--- config.mk ---
export PLATFORM = sky130hd
export DESIGN_NAME = mult16_seq_ctrl_flat
export DESIGN_NICKNAME = d
export VERILOG_FILES = /design/src/rtl/mult_pkg.sv /design/src/rtl/mult16_seq_ctrl_if.sv /design/src/rtl/mult8x8.sv /design/src/rtl/mult16_seq_ctrl.sv /design/src/flat_wrapper.sv
export SDC_FILE = /design/constraint.sdc
export NUM_CORES = 1
export LEC_CHECK = 0
export ABC_AREA = 1
export BUFFER_PORTS_ARGS = -buffer_cell sky130_fd_sc_hd__buf_2
export CORE_ASPECT_RATIO = 0.6
export CORE_MARGIN = 2
export CORE_UTILIZATION = 60
export DETAILED_ROUTE_END_ITERATION = 8
export PLACE_DENSITY_LB_ADDON = 0.05
export SETUP_SLACK_MARGIN = 0.1
export SYNTH_ARGS = -nofsm -noshare
export SYNTH_HDL_FRONTEND = slang
export SYNTH_SLANG_ARGS = --single-unit
--- constraint.sdc ---
create_clock -name clk -period 14.9 [get_ports clk]
set_clock_uncertainty 0.15 [all_clocks]
set_input_delay 2.98 -clock clk [delete_from_list [all_inputs] [get_ports clk]]
set_output_delay 2.98 -clock clk [all_outputs]
set_load 0.005 [all_outputs]
--- src/rtl/mult_pkg.sv ---
// mult_pkg -- shared constants and types for the sequential 16x16 multiplier.
//
// Contents:
//   HALF_W, OP_W, PROD_W   : sub-multiplier, operand and product widths
//   state_t                : sequencer state encoding {IDLE, MUL, DONE}
//   SHIFT_P0..SHIFT_P3     : left shift applied to each phase's partial product
//   phase_shift()          : maps a 2-bit phase index to its shift amount
package mult_pkg;

   localparam int HALF_W = 8;
   localparam int OP_W   = 2 * HALF_W;
   localparam int PROD_W = 4 * HALF_W;

   typedef enum logic [1:0] {
      IDLE = 2'd0,
      MUL  = 2'd1,
      DONE = 2'd2
   } state_t;

   // Phase order: lo*lo, lo(A)*hi(B), hi(A)*lo(B), hi*hi
   localparam logic [4:0] SHIFT_P0 = 5'd0;
   localparam logic [4:0] SHIFT_P1 = 5'd8;
   localparam logic [4:0] SHIFT_P2 = 5'd8;
   localparam logic [4:0] SHIFT_P3 = 5'd16;

   function automatic logic [4:0] phase_shift(input logic [1:0] phase);
      logic [4:0] sh;
      case (phase)
         2'd0:    sh = SHIFT_P0;
         2'd1:    sh = SHIFT_P1;
         2'd2:    sh = SHIFT_P2;
         default: sh = SHIFT_P3;
      endcase
      return sh;
   endfunction

endpackage

--- src/rtl/mult16_seq_ctrl_if.sv ---
// mult16_seq_ctrl_if -- operand/product handshake bundle for mult16_seq_ctrl.
//
// Signals:
//   in_valid / in_ready   : operand handshake (A, B transfer when both high)
//   A, B                  : 16-bit unsigned operands
//   out_valid / out_ready : product handshake
//   P                     : 32-bit unsigned product
//   busy                  : multiplier is working or holding a result
// Modports:
//   master : requester side (drives operands, accepts product)
//   slave  : multiplier side
interface mult16_seq_ctrl_if;
   import mult_pkg::*;

   logic              in_valid;
   logic              in_ready;
   logic [OP_W-1:0]   A;
   logic [OP_W-1:0]   B;
   logic              out_valid;
   logic              out_ready;
   logic [PROD_W-1:0] P;
   logic              busy;

   modport master (
      output in_valid, A, B, out_ready,
      input  in_ready, out_valid, P, busy
   );

   modport slave (
      input  in_valid, A, B, out_ready,
      output in_ready, out_valid, P, busy
   );

endinterface

--- src/rtl/mult8x8.sv ---
// mult8x8 -- combinational unsigned W x W multiplier (shift-and-add array).
//
// Ports:
//   a, b : W-bit unsigned operands
//   p    : 2W-bit unsigned product
module mult8x8 #(
   parameter int W = 8
) (
   input  logic [W-1:0]   a,
   input  logic [W-1:0]   b,
   output logic [2*W-1:0] p
);

   logic [2*W-1:0] row [W];

   // One gated, shifted copy of a per bit of b
   genvar gi;
   generate
      for (gi = 0; gi < W; gi++) begin : g_row
         assign row[gi] = b[gi] ? ({{W{1'b0}}, a} << gi) : '0;
      end
   endgenerate

   always_comb begin
      p = '0;
      for (int i = 0; i < W; i++) begin
         p = p + row[i];
      end
   end

endmodule

--- src/rtl/mult16_seq_ctrl.sv ---
// mult16_seq_ctrl -- 16x16 unsigned multiplier that reuses one 8x8 array over
// four phases, accumulating shifted partial products into a 32-bit register.
//
// Ports:
//   clk    : system clock, rising edge
//   rst_n  : asynchronous active-low reset (aborts any operation, no output)
//   enable : global advance enable; low freezes state, phase and accumulator
//   bus    : mult16_seq_ctrl_if.slave (in_valid/in_ready/A/B,
//            out_valid/out_ready/P, busy)
//
// Optional build macro:
//   MULT_ZERO_SKIP_EN : when defined, a zero operand at acceptance jumps
//                       straight to DONE with P=0 (result one cycle later).
//
// Latency with enable held high: acceptance edge plus four phase edges, so
// out_valid rises on the fifth edge counted from acceptance.
module mult16_seq_ctrl #(
   parameter int HALF_W = mult_pkg::HALF_W
) (
   input  logic               clk,
   input  logic               rst_n,
   input  logic               enable,
   mult16_seq_ctrl_if.slave   bus
);
   import mult_pkg::*;

   state_t                 state_reg;
   logic [1:0]             phase_reg;
   logic [4*HALF_W-1:0]    acc_reg;
   logic [2*HALF_W-1:0]    a_reg;
   logic [2*HALF_W-1:0]    b_reg;
   logic                   in_ready_reg;
   logic                   out_valid_reg;
   logic                   busy_reg;

   logic [HALF_W-1:0]      mult_a;
   logic [HALF_W-1:0]      mult_b;
   logic [2*HALF_W-1:0]    pp;
   logic [4*HALF_W-1:0]    addend;
   logic [4*HALF_W-1:0]    acc_next;
   logic                   skip_mul;

   // phase[1] selects the A half, phase[0] the B half
   assign mult_a = phase_reg[1] ? a_reg[2*HALF_W-1:HALF_W] : a_reg[HALF_W-1:0];
   assign mult_b = phase_reg[0] ? b_reg[2*HALF_W-1:HALF_W] : b_reg[HALF_W-1:0];

   mult8x8 #(
      .W (HALF_W)
   ) u_mult8x8 (
      .a (mult_a),
      .b (mult_b),
      .p (pp)
   );

   // Zero-extend before shifting so the hi*hi term cannot lose bits
   assign addend   = {{(2*HALF_W){1'b0}}, pp} << phase_shift(phase_reg);
   assign acc_next = acc_reg + addend;

`ifdef MULT_ZERO_SKIP_EN
   assign skip_mul = (bus.A == '0) || (bus.B == '0);
`else
   assign skip_mul = 1'b0;
`endif

   always_ff @(posedge clk or negedge rst_n) begin
      if (!rst_n) begin
         state_reg     <= IDLE;
         phase_reg     <= '0;
         acc_reg       <= '0;
         a_reg         <= '0;
         b_reg         <= '0;
         in_ready_reg  <= 1'b1;
         out_valid_reg <= 1'b0;
         busy_reg      <= 1'b0;
      end else if (enable) begin
         case (state_reg)
            IDLE: begin
               if (bus.in_valid) begin
                  a_reg        <= bus.A;
                  b_reg        <= bus.B;
                  acc_reg      <= '0;
                  phase_reg    <= '0;
                  in_ready_reg <= 1'b0;
                  busy_reg     <= 1'b1;
                  if (skip_mul) begin
                     state_reg     <= DONE;
                     out_valid_reg <= 1'b1;
                  end else begin
                     state_reg <= MUL;
                  end
               end
            end
            MUL: begin
               acc_reg   <= acc_next;
               phase_reg <= phase_reg + 2'd1;
               if (phase_reg == 2'd3) begin
                  state_reg     <= DONE;
                  out_valid_reg <= 1'b1;
               end
            end
            DONE: begin
               // in_ready only rises after the edge that completes the
               // output handshake, so no operand is taken in the same cycle
               if (bus.out_ready) begin
                  state_reg     <= IDLE;
                  out_valid_reg <= 1'b0;
                  busy_reg      <= 1'b0;
                  in_ready_reg  <= 1'b1;
               end
            end
            default: begin
               state_reg     <= IDLE;
               in_ready_reg  <= 1'b1;
               out_valid_reg <= 1'b0;
               busy_reg      <= 1'b0;
            end
         endcase
      end
   end

   assign bus.in_ready  = in_ready_reg;
   assign bus.out_valid = out_valid_reg;
   assign bus.busy      = busy_reg;
   // The accumulator is the product register; it only changes outside DONE
   assign bus.P         = acc_reg;

endmodule

--- src/flat_wrapper.sv ---
// flat-port wrapper written by rule: the top's interface ports become plain ports
module mult16_seq_ctrl_flat import mult_pkg::*;
#(
   parameter int HALF_W = mult_pkg::HALF_W
)
  (clk, rst_n, enable, bus_in_valid, bus_A, bus_B, bus_out_ready, bus_in_ready, bus_out_valid, bus_P, bus_busy);
  mult16_seq_ctrl_if bus_i ();
  input  logic clk;
  input  logic rst_n;
  input  logic enable;
  input wire logic [$bits(bus_i.in_valid)-1:0] bus_in_valid;
  input wire logic [$bits(bus_i.A)-1:0] bus_A;
  input wire logic [$bits(bus_i.B)-1:0] bus_B;
  input wire logic [$bits(bus_i.out_ready)-1:0] bus_out_ready;
  output wire logic [$bits(bus_i.in_ready)-1:0] bus_in_ready;
  output wire logic [$bits(bus_i.out_valid)-1:0] bus_out_valid;
  output wire logic [$bits(bus_i.P)-1:0] bus_P;
  output wire logic [$bits(bus_i.busy)-1:0] bus_busy;
  assign bus_i.in_valid = bus_in_valid;
  assign bus_i.A = bus_A;
  assign bus_i.B = bus_B;
  assign bus_i.out_ready = bus_out_ready;
  assign bus_in_ready = bus_i.in_ready;
  assign bus_out_valid = bus_i.out_valid;
  assign bus_P = bus_i.P;
  assign bus_busy = bus_i.busy;
  mult16_seq_ctrl #(.HALF_W(HALF_W)) u_core (.clk(clk), .rst_n(rst_n), .enable(enable), .bus(bus_i));
endmodule
---- Word level (Yosys, flattened, before mapping) ----
Index checks and enable logic that the tools add are counted.
storage, ports and cells
  bits in registers ....................... 71
  bits of input ports ..................... 37
  output and inout bits ................... 35
  logic and storage cells ................. 64
operators by class
  $add $sub $neg .......................... 9
  equal/unequal tests ..................... 8
  shift-type cells ........................ 1
  mux-type cells .......................... 27
  bitwise gates (word level) .............. 2
  reductions and logical operators ........ 9
operators by type and width
  kind                                        count
  one-hot mux 32 bit (2 select lines)         1
  adder 16 bit                                3
  adder 32 bit                                1
  2-to-1 mux 32 bit                           1
  << shifter 16 x 5 -> 32 bit                 1
  2-to-1 mux 8 bit                            3
  adder 16 x 10 -> 16 bit                     1
  adder 16 x 11 -> 16 bit                     1
  adder 16 x 15 -> 16 bit                     1
  2-to-1 mux 15 bit                           1
  2-to-1 mux 14 bit                           1
  2-to-1 mux 13 bit                           1
  2-to-1 mux 12 bit                           1
  AND reduction 4 bit                         3
  2-to-1 mux 11 bit                           1
  adder 8 x 9 -> 10 bit                       1
  2-to-1 mux 10 bit                           1
  one-hot mux 5 bit (2 select lines)          1
  2-to-1 mux 9 bit                            1
  one-hot mux 1 bit (3 select lines)          3
  2-to-1 mux 2 bit                            4
  equality test 2 bit, second input constant  3
  one-hot mux 2 bit (3 select lines)          1
  AND reduction 3 bit                         2
  other kinds (10)                            18

---- Logic depth before layout (Yosys ltp) ----
Gate-level depths: netlist (run 1).
  word-level depth ........................ 12
  mapped depth ............................ 45
  gate-level depth less buffers ........... 44

---- Cells and area by module ----
A second synthesis (run 1) with hierarchy kept.
unflattened totals
  cells, all modules ...................... 1270
  area total of the unflattened synthesis .. 7826.3 µm²
by module, submodules not included
  module           instances  cells an instance  area each (µm²)  seq. area each (µm²)
  mult16_seq_ctrl  1          945                5646.7           1778.0
  mult8x8          1          325                2179.6           0.0

---- Worst setup path before layout (run 1) ----
Ideal clock, no wire load.
  kind .................................... reg-to-reg
  from .................................... reg u_core.phase_reg[1]
  to ...................................... reg u_core.acc_reg[29], in the netlist u_core.bus.P[29]
  library setup time ...................... 0.122 ns
  arrival ................................. 7.062 ns
  required time ........................... 14.628 ns
  slack ................................... 7.565 ns
  cell stages (with the launch flop) ...... 41
  buffers on the path ..................... 1
  clock period less this slack ............ 7.335 ns
  cells stage by stage .................... dfrtp_1 buf_4 inv_2 or2_2 o21ai_1 nor2_1 ha_1 inv_1 fa_1 o21ai_0 a21oi_1 o21ai_0 xnor2_1 inv_1 fa_1 inv_1 fa_1 inv_1 (+5 left out) nand3_1 nand2_1 a21oi_1 nor2_1 nor2_1 xor2_1 nand2_1 o21ai_0 nor2_1 ha_1 a21oi_1 o21ai_0 a21oi_1 o21ai_2 nand2_1 nand2_1 o21ai_0 o21ai_1
on the way
  word-level cells in the longest chain between the ends .. 12
  elaborated cells between the ends (all ways) .. 24
  those cells by class .................... add/sub (8); eq/ne (2); shift (1); mux (11); reduce/logical (2)
RTL lines
  item                                                         line                   source
  start, declared                                              mult16_seq_ctrl.sv:28  logic [1:0] phase_reg;
  start signal, assigned                                       mult16_seq_ctrl.sv:95  phase_reg <= phase_reg + 2'd1;
  2-to-1 mux 8 bit                                             mult16_seq_ctrl.sv:44  assign mult_a = phase_reg[1] ? a_reg[2*HALF_W-1:HALF_W] : a_reg[HALF_W-1:0];
  2-to-1 mux 8 bit / 2-to-1 mux 9 bit (equally long branches)  mult8x8.sv:20          assign row[gi] = b[gi] ? ({{W{1'b0}}, a} << gi) : '0;
  adder 8 x 9 -> 10 bit                                        mult8x8.sv:27          p = p + row[i];
  adder 16 x 10 -> 16 bit                                      mult8x8.sv:27
  adder 16 x 11 -> 16 bit                                      mult8x8.sv:27
  adder 16 bit (3 in a row)                                    mult8x8.sv:27
  adder 16 x 15 -> 16 bit                                      mult8x8.sv:27
  << shifter 16 x 5 -> 32 bit (*)                              mult16_seq_ctrl.sv:56  assign addend = {{(2*HALF_W){1'b0}}, pp} << phase_shift(phase_reg);
  adder 32 bit (*)                                             mult16_seq_ctrl.sv:57  assign acc_next = acc_reg + addend;
  one-hot mux 32 bit (2 select lines) (*)                      mult16_seq_ctrl.sv:76  case (state_reg)
  end signal, assigned                                         mult16_seq_ctrl.sv:94  acc_reg <= acc_next;
  end, declared                                                mult16_seq_ctrl.sv:29  logic [4*HALF_W-1:0] acc_reg;
Every way passes the cells marked *; elsewhere a longest branch is shown, timed or not.
A chain may end at the register's enable or synchronous reset.

---- Final worst setup path (run 1) ----
Same ends and word-level chain as after synthesis.

==> impl_metrics.env, run 1 <==
export IMPL_num_vias=6716
export IMPL_finalHoldViolCount=0
export IMPL_ys_flop_type="dfrtp_1"
export IMPL_syn_area_per_cell_um2=7.523
export IMPL_r2r_cells=37
export IMPL_rsz0062_at_grt="false"
export IMPL_post_route_period_util=0.5935
export IMPL_layout_min_cycle_time_ps=8844
export IMPL_placement_rows=30
export IMPL_wire_per_inst_um=17.35
export IMPL_first_iter_violations=558
export IMPL_synth_most_common_cell="nand2_1"
export IMPL_ctsResizeCount=0
export IMPL_ys_top_cells_by_count="nand2_1 (211), inv_1 (131), nor2_1 (109)"
export IMPL_crit_fanout=10
export IMPL_yosysWarningCount=0
export IMPL_clk_path_buf_depth=2
export IMPL_clock_sinks=71
export IMPL_holdBufCountCts=0
export IMPL_core_area_um2=11520
export IMPL_cap_violations=0
export IMPL_drtPass1Iterations=5
export IMPL_min_to="u_core.bus.out_valid"
export IMPL_slew_violations=0
export IMPL_gp_congestion=1.014
export IMPL_die_y_um=88.98
export IMPL_cts_setup_buffers=0
export IMPL_fmax_ghz=0.1131
export IMPL_ys_seq_elements=71
export IMPL_reg2reg_from="u_core.phase_reg[1]"
export IMPL_synth_edf_count=0
export IMPL_synth_cells=960
export IMPL_start_util=0.6267
export IMPL_cts_htree_levels=3
export IMPL_ant_nets=0
export IMPL_hold_path_depth=2
export IMPL_seq_area_frac_synth=0.2462
export IMPL_antenna_found_initial=0
export IMPL_worstPathRequired_ps=14970
export IMPL_tritoncts="done"
export IMPL_grt_pass1_vias=6043
export IMPL_startpoint_type="flop"
export IMPL_critPathSlowestCell="o21ai_0"
export IMPL_grt_overflow_total=0
export IMPL_layout_nets=1166
export IMPL_endpoint_kind="flop"
export IMPL_mappedNetlistNets=1098
export IMPL_ios=72
export IMPL_startpoint="u_core.phase_reg[1]"
export IMPL_syn2layout_area_growth_pct=10.55
export IMPL_num_antenna_cells=0
export IMPL_clk_latency_ps=340
export IMPL_r2r_end="u_core.bus.P[29]"
export IMPL_crit_arrival_ps=8910
export IMPL_reg2reg_slack_ps=6060
export IMPL_yosysUniqueCellTypes=44
export IMPL_grt_max_degree=72
export IMPL_critical_path_max_stage_delay_ps=610
export IMPL_die_width_um=145.6
export IMPL_setup_tns_ps=0
export IMPL_synthTopCellsByArea="dfrtp_1 (24%), ha_1 (11%), nand2_1 (11%), fa_1 (9.7%), inv_1 (6.8%)"
export IMPL_grtUsageTotal=0.3265
export IMPL_synth_top_area_frac=0.2426
export IMPL_status="complete, no violations"
export IMPL_max_slew_margin=0.2938
export IMPL_synth_top_area_cell="dfrtp_1"
export IMPL_finalSetupViolations=0
export IMPL_synth_compound_area_frac=0.1443
export IMPL_hold_path_startpoint="u_core.bus.out_valid"
export IMPL_synthSimpleGateAreaFrac=0.2412
export IMPL_synthArstFlopShare=1.000
export IMPL_hp_class="reg2reg"
export IMPL_drive_above_1_share=0.1772
export IMPL_critPathKind="reg2reg"
export IMPL_largest_reg_flops=32
export IMPL_die_area_um2=12960
export IMPL_root_buffer="clkbuf_16"
export IMPL_io_buffer_count=71
export IMPL_grt_pass1_wl_mm=32.60
export IMPL_drc=0
export IMPL_hpwlAfterDp_mm=16.82
export IMPL_syn_area_um2=7222
export IMPL_yosys_area_share_adder=0.2114
export IMPL_worst_pin_slew_ps=1048
export IMPL_synth_top_family_by_area="simple AND/OR/NAND/NOR gates"
export IMPL_synth_xor_area_frac=0.01819
export IMPL_numCtsBuffers=9
export IMPL_synthMuxAreaShare=0.05544
export IMPL_clkTransAtPathRegs_ps=70
export IMPL_vias_per_cell=5.630
export IMPL_wl_mm=20.70
[worst max-delay path by stage]
| stage | end | slack [ps] | depth (start not counted) |
|---|---|---|---|
| global route | u_core.bus.P[29] | 5590 | 38 |
| finish | u_core.bus.P[29] | 6060 | 37 |
| global placement | u_core.bus.P[29] | 6390 | 38 |
| CTS | u_core.bus.P[29] | 6350 | 37 |
| floorplan | u_core.bus.P[29] | 7570 | 40 |
| detailed placement | u_core.bus.P[29] | 6400 | 37 |
[metal layers]
| layer | up-vias | global-route usage | routed length, µm |
|---|---|---|---|
| met5 | - | 0 | 0 |
| li1 | 3264 | - | - |
| met3 | 12 | 0.1240 | 2703 |
| met4 | 0 | 0.04813 | 132 |
| met2 | 357 | 0.4106 | 7326 |
| met1 | 3083 | 0.5218 | 10540 |
[kinds of logic (layout without fill, tap and decap cells)]
logic type,after synthesis,count (layout)
multiplexers,36,36
XOR/XNOR,15,15
flip-flops,71,71
adder cells (fa/ha/maj),101,101
buffers and inverters,151,224
AO/OA/AOI/OAI,180,180
AND/OR/NAND/NOR,406,406
[worst max-delay path, delay by kind of cell (launching register included)]
family                     cells  cell delay, ps
adders and majority gates      7            3370
xor gates and xnor gates       2             490
AOI/OAI and AO/OA             11            2450
and+or+nand+nor               11            1280
buffers and inverters          6             440
DFF                            1             540
[cell usage in the layout, fill, tap and decap left out, types with 7 or more instances in the layout]
cell / n
buf_2: 70
xor2_1: 9
nor2_1: 109
dfrtp_1: 70
o21ai_2: 9
nor2_2: 9
fa_1: 35
clkbuf_16: 9
o21ai_1: 21
a21oi_1: 64
nand3_1: 26
or2_2: 16
o21ai_0: 50
ha_1: 66
nor3_1: 9
inv_1: 131
nand2_1: 211
mux2_2: 32
nand4_1: 7
[through the flow]
step	instances	utilization	hold slack (ps)	cell area, µm²	setup WS (ps)
final	1193	0.6928	342.1	7984	6056
after global routing	1193	0.6928	368.0	7984	5592
after floorplan	960	-	312.3	7222	7565
after CTS	1193	0.6928	346.2	7984	6354
after global placement	1177	0.6679	317.6	7696	6394
after detailed placement	1177	0.6679	323.5	7696	6403
[layout make-up]
| type | count | area (µm²) |
|---|---|---|
| Timing Repair Buffer | 72 | 365.4 |
| Fill cell | 1003 | 3540 |
| Multi-Input combinational cell | 738 | 4842 |
| Tap cell | 160 | 200.2 |
| Clock inverter | 7 | 62.56 |
| Clock buffer | 9 | 225.2 |
| Inverter | 136 | 510.5 |
| Sequential cell | 71 | 1778 |
Power of run 1 is left out: the tool's default activity adds up to more than one toggle a clock period on the data nets, which glitch-free logic cannot reach.
==> inputs of run 2 (changes only) <==
--- a/config.mk
+++ b/config.mk
@@ -9,7 +9,7 @@
 export BUFFER_PORTS_ARGS = -buffer_cell sky130_fd_sc_hd__buf_2
 export CORE_ASPECT_RATIO = 0.6
 export CORE_MARGIN = 2
-export CORE_UTILIZATION = 60
+export CORE_UTILIZATION = 55
 export DETAILED_ROUTE_END_ITERATION = 8
 export PLACE_DENSITY_LB_ADDON = 0.05
 export SETUP_SLACK_MARGIN = 0.1
==> constraint.sdc (replaced) <==
create_clock -name clk -period 7.6 [get_ports clk]
set_clock_uncertainty 0.15 [all_clocks]
set_input_delay 1.52 -clock clk [delete_from_list [all_inputs] [get_ports clk]]
set_output_delay 1.52 -clock clk [all_outputs]
set_load 0.005 [all_outputs]
==> run 2 against run 1 <==
Net effect:
- core utilization increased by 5.3 points
- design area increased by 20%
- highest routed layer unchanged
- global-route usage decreased by 0.61 points
- non-clock buffer count increased by 128
- wire length increased by 12%
- die area increased by 8.8%
- first-iteration DRC count increased by 18%
==> impl_metrics.env, run 2 (synthesized netlist as in run 1, its figures left out) <==
export IMPL_status="complete, no violations"
export IMPL_cpMostUsedCell="nand2_1"
export IMPL_grt_pass1_wl_mm=35.20
export IMPL_start_util=0.5637
export IMPL_clkTransAtPathRegs_ps=70
export IMPL_finalHoldViolCount=0
export IMPL_crit_fanout=5
export IMPL_num_antenna_cells=0
export IMPL_ant_nets=0
export IMPL_critical_path_max_stage_delay_ps=540
export IMPL_instances_no_fill=1331
export IMPL_r2r_end="u_core.bus.P[31]"
export IMPL_clk_path_buf_depth=2
export IMPL_placement_rows=32
export IMPL_hold_path_startpoint="u_core.bus.in_ready"
export IMPL_layout_min_cycle_time_ps=7424
export IMPL_worst_pin_slew_ps=1107
export IMPL_endpoint_kind="flop"
export IMPL_reg2reg_from="u_core.phase_reg[0]"
export IMPL_startpoint_type="flop"
export IMPL_core_area_um2=12810
export IMPL_clock_sinks=71
export IMPL_pre_cts_ws_ps=-217.5
export IMPL_max_slew_margin=0.2543
export IMPL_fin_util=0.7461
export IMPL_root_buffer="clkbuf_16"
export IMPL_grtUsageTotal=0.3204
export IMPL_holdBufCountCts=0
export IMPL_grt_pass1_vias=6633
export IMPL_vias_per_cell=5.482
export IMPL_hpwlAfterDp_mm=17.90
export IMPL_tritoncts="done"
export IMPL_hold_path_depth=2
export IMPL_clk_latency_ps=350
export IMPL_antenna_found_initial=0
export IMPL_cap_violations=0
export IMPL_post_route_period_util=0.9768
export IMPL_mostFrequentLayoutCells="nand2_1 (192), buf_4 (126), inv_1 (120), nor2_1 (96), buf_2 (70)"
export IMPL_min_to="u_core.bus.in_ready"
export IMPL_drtPass1Iterations=8
export IMPL_r2r_cells=44
export IMPL_die_area_um2=14090
export IMPL_placed_cells=1290
export IMPL_critPathSlowestCell="fa_1"
export IMPL_slew_violations=0
export IMPL_drive_above_1_share=0.3618
export IMPL_io_buffer_count=71
export IMPL_fin_ws_ps=176.3
export IMPL_finalSetupViolations=0
export IMPL_die_y_um=92.76
export IMPL_worstPathRequired_ps=7690
export IMPL_fmax_ghz=0.1347
export IMPL_gp_congestion=0.9630
export IMPL_syn2layout_area_growth_pct=32.36
export IMPL_numCtsBuffers=9
export IMPL_crit_arrival_ps=7520
export IMPL_final_common_cell="nand2_1"
export IMPL_grt_overflow_total=0
export IMPL_cts_htree_levels=3
export IMPL_hp_class="reg2reg"
export IMPL_wire_per_inst_um=17.42
export IMPL_ios=72
export IMPL_critPathKind="reg2reg"
export IMPL_setup_tns_ps=0
export IMPL_reg2reg_slack_ps=180
export IMPL_num_vias=7297
export IMPL_layout_nets=1294
export IMPL_die_width_um=151.9
export IMPL_largest_reg_flops=32
export IMPL_rsz0062_at_grt="true"
export IMPL_drc=0
export IMPL_first_iter_violations=659
export IMPL_grt_max_degree=72
export IMPL_wl_mm=23.18
run 2: cell types whose count changed in the layout (fill, tap and decap cells not counted), sizes merged:
cell,previous run,this run
buf,72,200
clkinv,0,1
clkinvlp,3,2
run 2: metrics by stage:
stage,cell area [µm²],hold WS (ps)
6_report,9559,343.1
5_1_grt,9559,366.5
4_1_cts,8912,338.8
3_5_place_dp,8482,319.7
3_3_place_gp,8482,317.2
2_1_floorplan,7222,312.3
run 2: final cells by class:
type	instances	area [µm²]
Clock buffer	9	225.2
Clock inverter	7	61.31
Fill cell	1010	3253
Inverter	136	510.5
Multi-Input combinational cell	738	5420
Sequential cell	71	1779
Tap cell	170	212.7
Timing Repair Buffer	200	1350
run 2: how the worst max path moves through the flow:
stage	start	end	depth (start not counted)
after floorplan	u_core.phase_reg[1]	u_core.bus.P[29]	40
after global placement	u_core.phase_reg[0]	u_core.bus.P[27]	38
after detailed placement	u_core.phase_reg[0]	u_core.bus.P[27]	38
after CTS	u_core.phase_reg[1]	u_core.bus.P[25]	44
after global routing	u_core.phase_reg[0]	u_core.bus.P[31]	44
final	u_core.phase_reg[0]	u_core.bus.P[31]	44
run 2: repair_timing:
action / in CTS / in global routing
gates resized for setup: 25 / 130
setup buffers: 7 / 18
cloned: 0 / 0
pin swaps: 9 / 82
endpoints found under the setup margin: 20 / 23
run 2: critical path, delay by kind of cell (launching register included):
family	cells	cell delay [ps]
fa+ha+maj	7	2920
simple gates	18	1450
compound gates	9	1150
buf+inv	8	760
flops	1	440
mux	1	330
xor+xnor	1	90
run 2: layer usage:
metal  GRT usage  routed length [µm]
met1      0.5161               11300
met2      0.3945                8600
met3      0.1151                3045
met4     0.06464                 235
met5           0                   0
Power of run 2 is left out for the same reason.
==> inputs of run 3 (changes only) <==
--- a/config.mk
+++ b/config.mk
@@ -5,14 +5,15 @@
 export SDC_FILE = /design/constraint.sdc
 export NUM_CORES = 1
 export LEC_CHECK = 0
-export ABC_AREA = 1
 export BUFFER_PORTS_ARGS = -buffer_cell sky130_fd_sc_hd__buf_2
 export CORE_ASPECT_RATIO = 0.6
 export CORE_MARGIN = 2
 export CORE_UTILIZATION = 55
 export DETAILED_ROUTE_END_ITERATION = 8
+export HOLD_SLACK_MARGIN = 0.05
 export PLACE_DENSITY_LB_ADDON = 0.05
 export SETUP_SLACK_MARGIN = 0.1
+export SKIP_CTS_REPAIR_TIMING = 1
 export SYNTH_ARGS = -nofsm -noshare
 export SYNTH_HDL_FRONTEND = slang
 export SYNTH_SLANG_ARGS = --single-unit
==> run 3 against run 2 <==
Net effect:
- worst hold slack improved by 21 ps
- largest cell class unchanged
- the flow now finishes with violations (setup timing)
- sequential share of layout area up 1.8 points
- register-to-register slack worse by 960 ps
- first-iteration DRC count down 47%
- via count shrank 16%
- maximum frequency decreased by 11%
- global-route usage is 3.4 points lower
- sequential cell count stayed put
- critical endpoint unchanged
- final cell count fell by 20%
==> impl_metrics.env, run 3 <==
export IMPL_final_common_cell="buf_4"
export IMPL_root_buffer="clkbuf_16"
export IMPL_syn_area_um2=6735
export IMPL_syn2layout_area_growth_pct=29.69
export IMPL_max_slew_margin=0.3423
export IMPL_ys_top_cells_by_count="nand2_1 (76), inv_1 (75), dfrtp_1 (70)"
export IMPL_critical_path_max_stage_delay_ps=530
export IMPL_wl_mm=18.95
export IMPL_critPathKind="reg2reg"
export IMPL_layout_min_cycle_time_ps=8380
export IMPL_violations="setup timing"
export IMPL_hpwlAfterDp_mm=14.74
export IMPL_syn_area_per_cell_um2=9.214
export IMPL_grt_pass1_wl_mm=30.13
export IMPL_synth_top_area_frac=0.2601
export IMPL_placement_rows=31
export IMPL_clock_sinks=71
export IMPL_endpoint_kind="flop"
export IMPL_synth_cells=731
export IMPL_synthArstFlopShare=1.000
export IMPL_cap_violations=0
export IMPL_start_util=0.5620
export IMPL_grt_pass1_vias=5984
export IMPL_vias_per_cell=5.723
export IMPL_synth_most_common_cell="nand2_1"
export IMPL_startpoint_type="flop"
export IMPL_status="finished, violations left"
export IMPL_grt_max_degree=72
export IMPL_crit_arrival_ps=8450
export IMPL_clk_path_buf_depth=2
export IMPL_finalSetupViolations=17
export IMPL_die_width_um=146.9
export IMPL_gp_congestion=0.9378
export IMPL_synthTopCellsByArea="dfrtp_1 (26%), ha_1 (12%), fa_1 (10%), mux2_2 (7.7%), nand2_1 (4.2%)"
export IMPL_slew_violations=0
export IMPL_drtPass1Iterations=4
export IMPL_clk_latency_ps=340
export IMPL_die_y_um=89.72
export IMPL_ios=72
export IMPL_antenna_found_initial=0
export IMPL_fin_ws_ps=-779.6
export IMPL_worst_pin_slew_ps=984.1
export IMPL_tritoncts="done"
export IMPL_grt_overflow_total=0
export IMPL_critPathSlowestCell="fa_1"
export IMPL_ys_seq_elements=71
export IMPL_yosysUniqueCellTypes=52
export IMPL_numCtsBuffers=9
export IMPL_hp_class="reg2reg"
export IMPL_cts_htree_levels=3
export IMPL_first_iter_violations=352
export IMPL_grtUsageTotal=0.2865
export IMPL_layout_nets=1036
export IMPL_design_area_um2=8735
export IMPL_yosysWarningCount=0
export IMPL_pre_cts_ws_ps=-806.4
export IMPL_finalHoldViolCount=0
export IMPL_drive_above_1_share=0.3522
export IMPL_crit_family="adder cells"
export IMPL_mappedNetlistNets=869
export IMPL_clkTransAtPathRegs_ps=60
export IMPL_critPathBufInv=9
export IMPL_synth_edf_count=0
export IMPL_post_dp_cell_area_um2=8059
export IMPL_seq_area_frac_synth=0.2640
export IMPL_worstPathRequired_ps=7670
export IMPL_drc=0
export IMPL_crit_fanout=8
export IMPL_num_vias=6112
export IMPL_core_area_um2=11990
export IMPL_synth_top_area_cell="dfrtp_1"
export IMPL_wire_per_inst_um=17.75
export IMPL_rsz0062_at_grt="true"
export IMPL_io_buffer_count=71
export IMPL_die_area_um2=13180
export IMPL_ant_nets=0
export IMPL_post_route_period_util=1.103
export IMPL_num_antenna_cells=0
export IMPL_ys_flop_type="dfrtp_1"
export IMPL_largest_reg_flops=32
export IMPL_mostFrequentLayoutCells="buf_4 (99), nand2_1 (73), buf_2 (70), inv_1 (69), dfrtp_1 (68)"
export IMPL_fmax_ghz=0.1193
-- run 3: cell count changes after synthesis, sizes merged, moves of 10 or more --
cell    delta
a21oi     -33
and2      +13
clkbuf    +12
inv       -61
mux2      +14
mux2i     +16
nand2    -142
nand3     -29
nor2      -66
o21ai     -21
or2       -12
xnor2     +17
xor2      +10
-- run 3: final timing paths --
check / start / slack (ps) / cells after the start / end
worst max-delay path: u_core.phase_reg[1] / -780 / 38 / u_core.bus.P[31]
worst min-delay path: u_core.b_reg[11] / 360 / 1 / u_core.b_reg[11]
worst max register to register: u_core.phase_reg[1] / -780 / 38 / u_core.bus.P[31]
worst min register to register: u_core.b_reg[11] / 360 / 1 / u_core.b_reg[11]
max in group asynchronous: rst_n / 5470 / 1 / u_core.phase_reg[0]
min in group asynchronous: rst_n / 1160 / 1 / u_core.bus.P[24]
-- run 3: cell type report --
| class | count | area [µm²] |
|---|---|---|
| repair buffers | 177 | 1192 |
| well taps | 165 | 206.4 |
| multi-input cells | 564 | 4966 |
| clock buffers | 10 | 239.0 |
| flip-flops and latches | 71 | 1780 |
| inverters | 75 | 281.5 |
| clock inverters | 6 | 68.82 |
| fillers | 871 | 3251 |
-- run 3: through the flow --
stage | hold WS [ps] | setup TNS, ps | util | instances
final | 364.0 | -7277 | 0.7288 | 1068
after global routing | 387.2 | -13740 | 0.7288 | 1068
after CTS | 367.1 | -9728 | 0.6981 | 1057
after detailed placement | 350.1 | -8587 | 0.6724 | 1041
after global placement | 336.2 | -3935 | 0.6724 | 1041
after floorplan | 325.0 | -639.3 | - | 731
-- run 3: cells by family after synthesis --
group / share of synthesized area
mux: 0.1066
xor+xnor: 0.05462
buf+inv: 0.05350
flops: 0.2640
compound gates: 0.1770
simple gates: 0.1176
fa+ha+maj: 0.2266
-- run 3: metal layers --
metal | routed length, µm | track usage | share of wire
met1 | 9142 | 0.4355 | 0.48
met2 | 8256 | 0.4280 | 0.44
met3 | 1271 | 0.04772 | 0.067
met4 | 281 | 0.06553 | 0.015
met5 | 0 | 0 | 0
Power of run 3 is left out for the same reason.
